`src/rtl/piso_bit_feeder_pkg.sv`:
```
// Shared definitions for the serial feeder and the detector-side benches.
// State encodings plus the default word width and idle level.
package piso_bit_feeder_pkg;

  typedef enum logic {
    S_IDLE  = 1'b0,
    S_SHIFT = 1'b1
  } state_t;

  localparam int   DEFAULT_WIDTH    = 8;
  localparam logic DEFAULT_IDLE_BIT = 1'b0;
  localparam int   DEFAULT_CNT_W    = 16;

  // Width of a down-counter that must hold values 0 .. w-1.
  function automatic int cnt_width(input int w);
    cnt_width = (w > 2) ? $clog2(w) : 1;
  endfunction

endpackage

```
`src/rtl/piso_bit_feeder.sv`:
```
// Parallel-in/serial-out feeder for the Moore pattern detector's Din input.
// One-word hold buffer behind the shift register gives gapless streaming.
module piso_bit_feeder
  import piso_bit_feeder_pkg::*;
#(
  parameter int   WIDTH     = DEFAULT_WIDTH,
  parameter bit   MSB_FIRST = 1'b1,
  parameter bit   IDLE_BIT  = DEFAULT_IDLE_BIT,
  parameter int   CNT_W     = DEFAULT_CNT_W
) (
  input  logic             clk,
  input  logic             rst,
  input  logic             load_valid,
  output logic             load_ready,
  input  logic [WIDTH-1:0] load_data,
  output logic             dout,
  output logic             dout_valid,
  output logic             frame_start,
  output logic             busy,
  output logic [CNT_W-1:0] word_cnt
);

  localparam int BW = cnt_width(WIDTH);
  localparam logic [BW-1:0] LAST_IDX = BW'(WIDTH - 1);

  state_t           state, state_n;
  logic [WIDTH-1:0] shift_reg, shift_n;
  logic [WIDTH-1:0] hold_reg, hold_n;
  logic             hold_full, hold_full_n;
  logic [BW-1:0]    bit_cnt, bit_cnt_n;
  logic [CNT_W-1:0] word_cnt_n;
  logic             dout_n, dout_valid_n, frame_start_n;
  logic             transfer;
  logic             load_word;
  logic [WIDTH-1:0] word_in;

  function automatic logic [WIDTH-1:0] shift_once(input logic [WIDTH-1:0] s);
    if (MSB_FIRST)
      shift_once = {s[WIDTH-2:0], 1'b0};
    else
      shift_once = {1'b0, s[WIDTH-1:1]};
  endfunction

  function automatic logic head_bit(input logic [WIDTH-1:0] s);
    if (MSB_FIRST)
      head_bit = s[WIDTH-1];
    else
      head_bit = s[0];
  endfunction

  assign load_ready = !hold_full;
  assign transfer   = load_valid && load_ready;
  assign busy       = (state == S_SHIFT) || hold_full;

  // A word reaches the shift register either straight from the input (bypass)
  // or from the hold buffer; dout is computed from the post-edge register so it
  // can be flopped alongside it.
  always_comb begin
    state_n       = state;
    shift_n       = shift_reg;
    hold_n        = hold_reg;
    hold_full_n   = hold_full;
    bit_cnt_n     = bit_cnt;
    word_cnt_n    = word_cnt;
    frame_start_n = 1'b0;
    load_word     = 1'b0;
    word_in       = load_data;

    case (state)
      S_IDLE: begin
        if (transfer) begin
          load_word = 1'b1;
          word_in   = load_data;
        end
      end
      S_SHIFT: begin
        if (bit_cnt != '0) begin
          shift_n   = shift_once(shift_reg);
          bit_cnt_n = bit_cnt - BW'(1);
          if (transfer) begin
            hold_n      = load_data;
            hold_full_n = 1'b1;
          end
        end else begin
          word_cnt_n = word_cnt + CNT_W'(1);
          if (hold_full) begin
            load_word   = 1'b1;
            word_in     = hold_reg;
            hold_full_n = 1'b0;
          end else if (transfer) begin
            load_word = 1'b1;
            word_in   = load_data;
          end else begin
            state_n = S_IDLE;
          end
        end
      end
      default: state_n = S_IDLE;
    endcase

    if (load_word) begin
      shift_n       = word_in;
      bit_cnt_n     = LAST_IDX;
      state_n       = S_SHIFT;
      frame_start_n = 1'b1;
    end

    dout_valid_n = (state_n == S_SHIFT);
    dout_n       = dout_valid_n ? head_bit(shift_n) : IDLE_BIT;
  end

  always_ff @(posedge clk or posedge rst) begin
    if (rst) begin
      state       <= S_IDLE;
      shift_reg   <= '0;
      hold_reg    <= '0;
      hold_full   <= 1'b0;
      bit_cnt     <= '0;
      word_cnt    <= '0;
      dout        <= IDLE_BIT;
      dout_valid  <= 1'b0;
      frame_start <= 1'b0;
    end else begin
      state       <= state_n;
      shift_reg   <= shift_n;
      hold_reg    <= hold_n;
      hold_full   <= hold_full_n;
      bit_cnt     <= bit_cnt_n;
      word_cnt    <= word_cnt_n;
      dout        <= dout_n;
      dout_valid  <= dout_valid_n;
      frame_start <= frame_start_n;
    end
  end

endmodule

```
`config.mk`:
```
export PLATFORM = sky130hd
export DESIGN_NAME = piso_bit_feeder
export DESIGN_NICKNAME = d
export VERILOG_FILES = /design/src/rtl/piso_bit_feeder_pkg.sv /design/src/rtl/piso_bit_feeder.sv
export SDC_FILE = /design/constraint.sdc
export NUM_CORES = 1
export LEC_CHECK = 0
export ABC_AREA = 1
export CAP_MARGIN = 30
export CORE_AREA = 2 2 69 55
export CTS_BUF_LIST = sky130_fd_sc_hd__clkbuf_4 sky130_fd_sc_hd__clkbuf_8
export CTS_CLUSTER_SIZE = 30
export DETAILED_ROUTE_END_ITERATION = 12
export DIE_AREA = 0 0 71 57
export PLACE_DENSITY_LB_ADDON = 0.15
export SKIP_LAST_GASP = 1
export SYNTH_ARGS = -nofsm -noshare
export SYNTH_HDL_FRONTEND = slang
export SYNTH_SLANG_ARGS = --single-unit
```
`constraint.sdc`:
```
create_clock -name clk -period 3.77 [get_ports clk]
set_input_delay 0.754 -clock clk [delete_from_list [all_inputs] [get_ports clk]]
set_output_delay 0.754 -clock clk [all_outputs]
set_load 0.02 [all_outputs]
```
==> reports/metrics.yaml <==
status: "complete, no violations"
hold_buffers: 0
synth_edf_count: 0
clkSinkCount: 39
largest_reg_flops: 16
p_int_w: 0.000945
synth_area_leader_cell: "dfrtp_1"
skew_ns: 0.00569
cpPeakStageDelay_ns: 0.60
clk_pin_slew_ns: 0.07
clkLatencyLatePin_ns: 0.29
cts_buffer_depth: 2
finalHoldViolations: 0
synth_seq_cells: 39
maxSlewHeadroom_pct: 68.7
ant_nets: 0
cts_tree: "done"
power.share.clock_pct: 20.5
die_w_um: 71
post-synth-top-count-cell: "nand2_1"
area_growth_syn_to_layout_pct: 23.6
htreeDepth: 2
hpwl_um: 2560
syn_avg_cell_area_sq_um: 8.23
synth_fa_ha_area_share_pct: 1.95
min_period_ns: 2.36
grt_pass1_vias: 1387
irDropWorstVdd_uv: 377
dr.pass1.iters: 5
worstSetupPathType: "register to output port"
globalRouteMet3Util_pct: 6.54
yosysTopAreaCellShare_pct: 50.6
grt.met2_usage_pct: 27.0
seqPwrFrac_pct: 41.9
critPathBufInv: 2
cap_violations: 0
yosys.area_share.simple_pct: 27.8
grt.busiest_layer: "met1"
grt_use_total_pct: 20.0
grtUsageMet1_pct: 30.6
cellLeakagePower_nw: 1.21
synth-seq-area-share_pct: 50.6
globalplace.congestion: 0.745
grt_overflow: 0
drc_errors: 0
synth_top_cells_by_count: "69 x nand2_1, 39 x dfrtp_1, 35 x inv_1"
netlist_top_cells_area: "dfrtp_1 51%, nand2_1 13%, inv_1 6.8%, nand3_1 5.5%, xnor2_1 3.2%"
layout-drive-gt1-share_pct: 9.56
post_cts_buffers: 0
routed_via_density: 4.80
syn_nets: 248
swShare_pct: 37.6
num_vias: 1506
drt-wirelength-per-cell_um: 11.1
synthArstFlopShare_pct: 100
fmax_mhz: 424
combPwrFrac_pct: 37.6
start_util_pct: 55.9
grt_pass1_wl_um: 6210
setup_violations: 0
crit_chain: "inv_1 -> nand2_1 -> clkdlybuf4s50_1"
core_region_area_sq_um: 3450
rsz0062_at_grt: "false"
antenna_found_initial: 0
cp_top_family: "buffers and inverters"
hp-class: "register to register"
cts-resized-gates: 0
diodes: 0
synthFlopType: "dfrtp_1"
final_nets: 285
die_area_sq_um: 4050
switchingPower_w: 0.000570
worstPathArrival_ns: 1.60
numCtsBuffers: 5
finalSetupTns_ns: 0
total_power_w: 0.00152
grt_max_degree: 40
crit_path_end_kind: "output port"
finalMaxSlewViolations: 0
path_max_fanout: 7
synth_compound_area_share_pct: 4.74
crit_slowest_cell: "clkdlybuf4s50_1"
reg2reg_slack_ns: 2.09
syn_inst: 234
fp-row-count: 19
synth_top_family_by_area: "simple AND/OR/NAND/NOR gates"
synth.area.mux_share_pct: 0
drt-total-wl_um: 3470
tightest_slew_ns: 0.470
drtIter0Drc: 101
io_pins: 32
yosys_warnings: 0
startpoint_type: "register"
io_buffers: 31
period_share_pct: 62.5
power_density_nw_per_um2: 636
synthDistinctLibCells: 19
die_h_um: 57
crit_required_ns: 3.02
cts-root-buf: "clkbuf_8"
synth_xor_area_share_pct: 5.91
mappedNetlistArea_sq_um: 1930
-- cell usage in the layout (no fill, tap or decap), drive strengths merged --
master	count
clkdlybuf4s50	31
nand4	5
inv	41
xor2	6
xnor2	7
nand3	22
nand2	74
ha	3
dfrtp	39
clkbuf	8
buf	1
nor2	19
o21ai	16
-- tightest hold or removal path: cells and delay by family (launching register included) --
| kind | cells | cell delay, ns |
|---|---|---|
| flops | 1 | 0.35 |
| simple gates | 2 | 0.11 |
-- through the flow --
stage	setup slack (ns)	util [%]	cell area (sq um)	hold slack, ns	instances
floorplan	2.13	-	1930	0.442	234
global placement	1.68	66.1	2280	0.462	306
detailed placement	1.66	66.1	2280	0.472	306
CTS	1.40	69.1	2380	0.488	314
global route	1.33	69.1	2380	0.514	314
finish	1.41	69.1	2380	0.486	314
-- path summary, 6_finish.rpt --
| check | end | from | cells after the start |
|---|---|---|---|
| setup / recovery | busy | state | 3 |
| hold / removal | hold_reg[7] | hold_reg[7] | 2 |
| setup reg to reg | dout | bit_cnt[0] | 9 |
| hold reg to reg | hold_reg[7] | hold_reg[7] | 2 |
| max in group asynchronous | dout | rst | 3 |
| min in group asynchronous | word_cnt[1] | rst | 3 |
-- layer usage --
metal | part of all wire, % | vias to the layer above
met2 | 42 | 31
met5 | 0 | -
met1 | 53 | 685
met4 | 0.23 | 0
li1 | - | 788
met3 | 4.5 | 2
-- kinds of logic (layout without fill, tap and decap cells) --
group | Yosys count | count (layout)
fa+ha+maj | 3 | 3
buf+inv | 43 | 81
flops | 39 | 39
simple gates | 120 | 120
xor+xnor | 13 | 13
compound gates | 16 | 16
-- final cells by class --
type | instances | area, sq um
sequential | 39 | 976
timing repair buffer | 32 | 318
fill | 311 | 1060
multi-input combinational | 152 | 778
clock buffer | 8 | 104
tap | 42 | 52.6
inverter | 41 | 154
-- power groups by stage --
stage,Sequential (W),Combinational (W),Clock [W]
floorplan,0.000658,0.000388,0
global placement,0.000638,0.000564,0
detailed placement,0.000642,0.000574,0
CTS,0.000635,0.000577,0.000322
global route,0.000653,0.000651,0.000338
finish,0.000635,0.000570,0.000311
Note: power is estimated with default switching activity, not from simulation.
